<file path="config.mk">
export PLATFORM = sky130hd
export DESIGN_NAME = muldiv_unit
export DESIGN_NICKNAME = d
export VERILOG_FILES = /design/src/rtl/muldiv_unit.sv
export SDC_FILE = /design/constraint.sdc
export NUM_CORES = 2
export LEC_CHECK = 0
export CAP_MARGIN = 25
export CORE_MARGIN = 2
export CORE_UTILIZATION = 35
export CTS_CLUSTER_DIAMETER = 100
export DETAILED_ROUTE_END_ITERATION = 12
export PLACE_DENSITY = 0.59
export SETUP_SLACK_MARGIN = 0.15
export SYNTH_ARGS = -nofsm -noshare
export SYNTH_HDL_FRONTEND = slang
export SYNTH_SLANG_ARGS = --single-unit
export TNS_END_PERCENT = 100
</file>
<file path="constraint.sdc">
create_clock -name clk -period 11.05 [get_ports clk]
set_input_delay 1.6575 -clock clk [delete_from_list [all_inputs] [get_ports clk]]
set_output_delay 1.6575 -clock clk [all_outputs]
set_load 0.02 [all_outputs]
</file>
<file path="src/rtl/muldiv_unit.sv">
// muldiv_unit: multi-cycle MULT/DIV unit, sole producer of HI/LO writes.
// Define MDU_MADD_EN to also accept the MADD/MSUB accumulate family.
module muldiv_unit #(
  parameter int DIV_ITER = 32
) (
  input  logic        clk,
  input  logic        resetn,
  input  logic        op_valid,
  input  logic [2:0]  op,
  input  logic [31:0] src_a,
  input  logic [31:0] src_b,
  input  logic [31:0] hi_in,
  input  logic [31:0] lo_in,
  input  logic        flush,
  output logic        busy,
  output logic [31:0] whi,
  output logic [31:0] wlo,
  output logic [1:0]  whilo
);

  typedef enum logic [1:0] {
    IDLE,
    MUL,
    DIV,
    FIX
  } state_t;

  localparam logic [4:0] CNT_LAST = 5'(DIV_ITER - 1);

  state_t state;
  state_t state_n;

  logic        accept;
  logic        op_ok;
  logic        op_div;
  logic        op_sgn;
  logic        neg_a;
  logic        neg_b;
  logic [31:0] mag_a;
  logic [31:0] mag_b;

  logic [2:0]  op_r;
  logic [31:0] a_r;
  logic [31:0] b_r;
  logic [31:0] quot_r;
  logic [31:0] rem_r;
  logic [4:0]  cnt;
  logic        qneg;
  logic        rneg;
  logic        divz;

  logic [32:0] rem_sh;
  logic [32:0] diff;
  logic [63:0] ext_a;
  logic [63:0] ext_b;
  logic [63:0] prod;
  logic [63:0] res;
  logic [31:0] q_fix;
  logic [31:0] r_fix;

  // Decode the request: divide vs multiply, signedness, support.
  always_comb begin
    op_div = ~op[2] & op[1];
    op_sgn = ~op[0];
`ifdef MDU_MADD_EN
    op_ok  = 1'b1;
`else
    op_ok  = ~op[2];
`endif
    neg_a  = op_sgn & src_a[31];
    neg_b  = op_sgn & src_b[31];
    mag_a  = neg_a ? -src_a : src_a;
    mag_b  = neg_b ? -src_b : src_b;
  end

  // Next-state logic; flush aborts and blocks acceptance.
  always_comb begin
    state_n = state;
    accept  = 1'b0;
    if (flush) begin
      state_n = IDLE;
    end else begin
      unique case (state)
        IDLE: begin
          if (op_valid && op_ok) begin
            accept  = 1'b1;
            state_n = op_div ? DIV : MUL;
          end
        end
        MUL: state_n = IDLE;
        DIV: begin
          if (cnt == CNT_LAST) state_n = FIX;
        end
        FIX: state_n = IDLE;
        default: state_n = IDLE;
      endcase
    end
  end

  // State register; busy is registered alongside it.
  always_ff @(posedge clk) begin
    if (!resetn) begin
      state <= IDLE;
      busy  <= 1'b0;
    end else begin
      state <= state_n;
      busy  <= (state_n != IDLE);
    end
  end

  // Divide step, product, accumulate and sign fix-up.
  always_comb begin
    rem_sh = {rem_r, quot_r[31]};
    diff   = rem_sh - {1'b0, b_r};
    ext_a  = {{32{~op_r[0] & a_r[31]}}, a_r};
    ext_b  = {{32{~op_r[0] & b_r[31]}}, b_r};
    prod   = ext_a * ext_b;
`ifdef MDU_MADD_EN
    if (!op_r[2]) begin
      res = prod;
    end else if (op_r[1]) begin
      res = {hi_in, lo_in} - prod;
    end else begin
      res = {hi_in, lo_in} + prod;
    end
`else
    res = prod;
`endif
    q_fix  = divz ? 32'hFFFF_FFFF :
             (qneg ? -quot_r : quot_r);
    r_fix  = rneg ? -rem_r : rem_r;
  end

`ifndef MDU_MADD_EN
  logic unused_acc;
  assign unused_acc = ^{hi_in, lo_in, op_r[2:1]};
`endif

  // Operand latch, iteration and the one-cycle HI/LO write.
  always_ff @(posedge clk) begin
    if (!resetn) begin
      whi    <= '0;
      wlo    <= '0;
      whilo  <= 2'b00;
      op_r   <= '0;
      a_r    <= '0;
      b_r    <= '0;
      quot_r <= '0;
      rem_r  <= '0;
      cnt    <= '0;
      qneg   <= 1'b0;
      rneg   <= 1'b0;
      divz   <= 1'b0;
    end else begin
      whilo <= 2'b00;
      if (accept) begin
        op_r   <= op;
        a_r    <= src_a;
        b_r    <= op_div ? mag_b : src_b;
        quot_r <= op_div ? mag_a : 32'd0;
        rem_r  <= '0;
        cnt    <= '0;
        qneg   <= op_div & (neg_a ^ neg_b);
        rneg   <= op_div & neg_a;
        divz   <= (src_b == 32'd0);
      end else if (!flush) begin
        case (state)
          MUL: begin
            whi   <= res[63:32];
            wlo   <= res[31:0];
            whilo <= 2'b11;
          end
          DIV: begin
            rem_r  <= diff[32] ? rem_sh[31:0] : diff[31:0];
            quot_r <= {quot_r[30:0], ~diff[32]};
            cnt    <= cnt + 5'd1;
          end
          FIX: begin
            whi   <= r_fix;
            wlo   <= q_fix;
            whilo <= 2'b11;
          end
          default: ;
        endcase
      end
    end
  end

endmodule

</file>
* Word level (Yosys, flattened, before mapping)
Cells that the tools add are included.
Word-level totals: register bits 206, bits of input ports 135, output and inout port bits 67, logic and storage cells 75
Cells by class: add/subtract/negate cells 6, multiply operators 1, eq/ne operators 5, mux-type cells 22, bitwise logic cells 15, reduce and logical (&&, ||, !) cells 12
Operators with widths (count):
- 2-to-1 mux 32 bit | 11
- negator 32 bit | 4
- case mux 32 bit (2 select lines) | 2
- multiplier 33 x 33 -> 64 bit | 1
- subtractor 33 x 32 -> 33 bit | 1
- logical NOT 32 bit | 1
- 2-to-1 mux 2 bit | 5
- AND 1 bit | 7
- inverter 1 bit | 7
- case mux 2 bit (3 select lines) | 1
- nonzero test 2 bit | 3
- adder 5 x 1 -> 5 bit (second input constant) | 1
- == test 5 bit (second input constant) | 1
- == test 2 bit (second input constant) | 2
- AND reduction 2 bit | 2
- OR reduction 2 bit | 2
- 2-to-1 mux 1 bit | 3
- AND reduction 3 bit | 1
- OR reduction 3 bit | 1
- == test 2 x 1 -> 1 bit (second input constant) | 1
- logical NOT 2 bit | 1
- != test 2 x 1 -> 1 bit (second input constant) | 1
- logical AND 1 bit | 1
- bitwise XOR 1 bit | 1

* Logic depth before layout (Yosys ltp)
word-level depth 7, depth in mapped cells 32, gate-level depth less buffers 29

* Worst setup path before layout
Ideal clock, no wire load.
path kind reg-to-reg, from reg a_r[31], to reg whi[29], library setup time 70 ps, arrival 8054 ps, path slack 2926 ps, cell stages (with the launch flop) 29, period minus slack after synthesis 8124 ps, path through dfxtp_1 clkbuf_1 nor2b_1 clkbuf_1 nand2_1 inv_1 fa_1 inv_1 fa_1 inv_1 fa_1 fa_1 inv_1 fa_1 inv_1 fa_1 inv_1 fa_1 fa_1 inv_1 ha_1 clkbuf_1 and4_1 or4b_2 a21oi_1 o21ai_0 a21oi_1 mux2_2 a21oi_1
On the way: cells in the longest elaborated chain, start to end 3
Ends and longest elaborated chain:
- start, declared | line 43 | logic [31:0] a_r;
- start signal, assigned | line 158 | a_r <= src_a;
- AND 1 bit | line 115 | ext_a = {{32{~op_r[0] & a_r[31]}}, a_r};
- multiplier 33 x 33 -> 64 bit * | line 117 | prod = ext_a * ext_b;
- case mux 32 bit (2 select lines) * | line 167 | case (state)
- end signal, assigned | line 169 | whi <= res[63:32];
- end signal, assigned | line 179 | whi <= r_fix;
- end, declared | line 16 | output logic [31:0] whi,
Mark *: on every way between the ends. The rest lies on a longest branch, timed or not. A chain may end at the register's enable or synchronous reset.

* Worst setup path in the final report
from reg b_r[3], to reg whi[26]
On the way: cells in the longest elaborated chain, start to end 2
Ends and longest elaborated chain:
- start, declared | line 44 | logic [31:0] b_r;
- start signal, assigned | line 159 | b_r <= op_div ? mag_b : src_b;
- multiplier 33 x 33 -> 64 bit | line 117
- case mux 32 bit (2 select lines) | line 167
No other way between the ends.

==> key figures <==
Min path
  – Type of the tightest min-delay check: flop to flop
  – Hold depth: 2

Route
  – Vias: 38800
  – Initial DRT Pass Iterations: 5
  – Via density: just over 5
  – Drt wl/cell: 19.9 um
  – Total Routed Length: about 150000 um
  – Initial drt markers: roughly 2900
  – Routed Antenna Nets: 0
  – Post-route DRC: 0

Logic synthesis
  – Post-synth cell types: between 70 and 80
  – Most frequent cell after synthesis: inv_1
  – Post-synth top flop: dfxtp_1
  – Share of the synthesized area in the top cell type: 44.9%
  – Syn Std Cell Area: 50200 sq um
  – Register bit total from synthesis: between 200 and 250
  – Dominant cell type by area after synthesis: fa_1
  – Post-synth top cells: 1177 x inv_1, 1126 x fa_1, 970 x nand2_1
  – Syn_area_per_cell: 8.70 sq um
  – Seq/Total Area, Yosys: roughly 8%
  – Top cells by area, synth: fa_1 45%, inv_1 8.8%, dfxtp_1 8.2%, nand2_1 7.3%, ha_1 6.2%
  – Post-Syn Nets: 7283
  – Synth warn: 0
  – Share of async-settable or async-resettable flops after synthesis: 0%
  – Post-synth EDFFs: 0
  – Synthesized netlist cell count: 5772

Die
  – Die area: 146000 sq um
  – Initial Util: between 30% and 40%
  – FP Rows: about 140
  – # IOs: 202
  – Core area: 142000 sq um
  – Die Y: 383 um
  – Die X-Extent: roughly 380 um

Run
  – Max-cap viol count: 0

Clock tree
  – Clock Sinks: roughly 210
  – Clock root buffer: clkbuf_16
  – H-tree depth: 1
  – Post-CTS sizing: 0
  – CTS max path bufs: 3
  – Worst-Skew Late Latency: around 560 ps
  – CTS Buf Count: 23
  – Reg clk slew, reported paths: 70 ps
  – Setup bufs post-CTS: 0
  – # hold bufs at CTS: 0
  – CTS tree: built

Run status
  – Status: finished, final reports clean

STA
  – TNS Setup: 0 ps
  – Period Utilization, post-route: 89.9%
  – Fin. Hold Viols: 0
  – RSZ-0062 raised after global routing: no
  – Clock skew: between 30 and 40 ps
  – Tmin final: about 9900 ps
  – Worst-margin pin slew: 1110 ps
  – Max Freq: approximately 100 MHz
  – Max Transition Viols Final: 0
  – Setup Viol. Count Final: 0
  – Slew margin rel.: 25.7%

Setup path
  – Arr. time, crit path: between 10000 and 15000 ps
  – Critical Path RT: 11490 ps
  – CP Class: flop to flop
  – Worst path most repeated cell: fa_1
  – CP startpoint kind: flop
  – R2R cell count: 27
  – Crit. End Element: flop
  – Crit path max fanout: 17
  – CP max stage cell: dfxtp_1
  – CP bufs+invs: 6
  – CP peak stage delay: slightly above 800 ps
  – Total stage count of the critical path: 27
  – Crit path max-delay family: adder cells

Placed design
  – Routability congestion estimate: 0.905
  – Port buffer count: 137
  – Placed Area: 53400 sq um
  – Post-DP HPWL: 121000 um

GRT
  – Largest net degree at the start of global routing: 86
  – Overall Global Routing Usage: 21.1%
  – Vias in the first global route: 41700
  – Global route total overflow: 0
  – Global-route wire length before repair: 243000 um
  – Initial antenna violation count: 4

Finish
  – Final net count: 7192
  – Layout cells sized above 1: 3.40%
  – Layout area overhead: 8.13%
  – # fillers: roughly 15000
  – Final instance area: 54300 sq um

Power and ir drop
  – PwrDens: about 48 nW/um^2
  – Clock power frac: roughly a third
  – Gate power share: between 30% and 40%
  – Psw: 1.01 mW
  – Share of power burned in registers: 31.8%
  – VDD IR max: 0.0000802 V
  – Int Pwr: about 1.6 mW
  – P_leak: between 20 and 30 nW
  – Sw Ratio: between 30% and 40%
==> cells in the final DEF (no fill, tap or decap), drive strengths merged, types with 32 or more instances in the layout <==
master / Yosys / final
nand2: 970 / 970
and2: 372 / 372
a21oi: 203 / 203
o31ai: 35 / 35
nor2: 107 / 107
fa: 1126 / 1126
ha: 250 / 250
nand3: 44 / 44
clkbuf: 330 / 32
o211a: 39 / 39
a21o: 46 / 46
clkdlybuf4s50: 0 / 136
xor2: 79 / 79
dfxtp: 205 / 205
buf: 18 / 96
a21boi: 56 / 56
xnor2: 138 / 138
o21ai: 222 / 222
inv: 1177 / 1179
==> power groups by stage <==
stage,logic [mW],registers [mW],clock network [mW]
6_report,0.941,0.827,0.834
5_1_grt,1.04,0.829,0.866
4_1_cts,0.935,0.827,0.840
3_5_place_dp,0.924,0.843,0
3_3_place_gp,0.917,0.845,0
2_1_floorplan,0.621,0.791,0
==> state kept, by name, indices dropped and copies added, names as in the netlist <==
register  flops
a_r          32
b_r          32
quot_r       32
rem_r        32
whi          32
wlo          32
cnt           5
state         2
busy          1
divz          1
op_r          1
qneg          1
rneg          1
whilo         1
==> tightest hold or removal path: stages (launching register included) <==
cell     delay [ps]
dfxtp_1         320
nand2_1          50
nand2_1          40
==> metrics by stage <==
stage	utilization, %	std cells	hold WS [ps]	worst slack (ps)	power [mW]
final	38.2	7590	453	1110	2.60
after global routing	38.2	7588	472	644	2.73
after CTS	38.2	7584	458	1210	2.60
after detailed placement	37.6	7542	450	1280	1.77
after global placement	37.6	7540	435	1290	1.76
after floorplan	-	5772	441	2930	1.41
==> layout make-up <==
class	count	area, sq um	area share (%)
multi-input cells	4042	40400	74.4
inverters	1177	4420	8.14
diodes	2	5.00	0.00922
flip-flops and latches	205	4130	7.60
repair buffers	232	2180	4.02
well taps	1890	2360	4.36
clock buffers	32	649	1.20
clock inverters	10	144	0.265
==> metal layers <==
metal	track usage (%)	vias up	part of all wire [%]
met3	2.19	206	6.1
met2	35.2	1217	47
met5	0	-	0
li1	-	17200	-
met4	5.31	0	2.8
met1	29.3	20200	44
==> kinds of logic after synthesis <==
group	share of synthesized area (%)
adders and majority gates	51.1
DFF	8.17
xor gates and xnor gates	3.79
and+or+nand+nor	15.4
muxes	0.546
buffers and inverters	11.4
AOI/OAI and AO/OA	9.56
==> path summary, 6_finish.rpt <==
check | from | endpoint | slack, ps
max | b_r[3]$_SDFFE_PN0P_ | whi[26]$_SDFFE_PN0P_ | 1110
min | wlo[24]$_SDFFE_PN0P_ | wlo[24]$_SDFFE_PN0P_ | 450
max reg2reg | b_r[3]$_SDFFE_PN0P_ | whi[26]$_SDFFE_PN0P_ | 1110
min reg2reg | wlo[24]$_SDFFE_PN0P_ | wlo[24]$_SDFFE_PN0P_ | 450
Power figures use the tool's default switching activity.
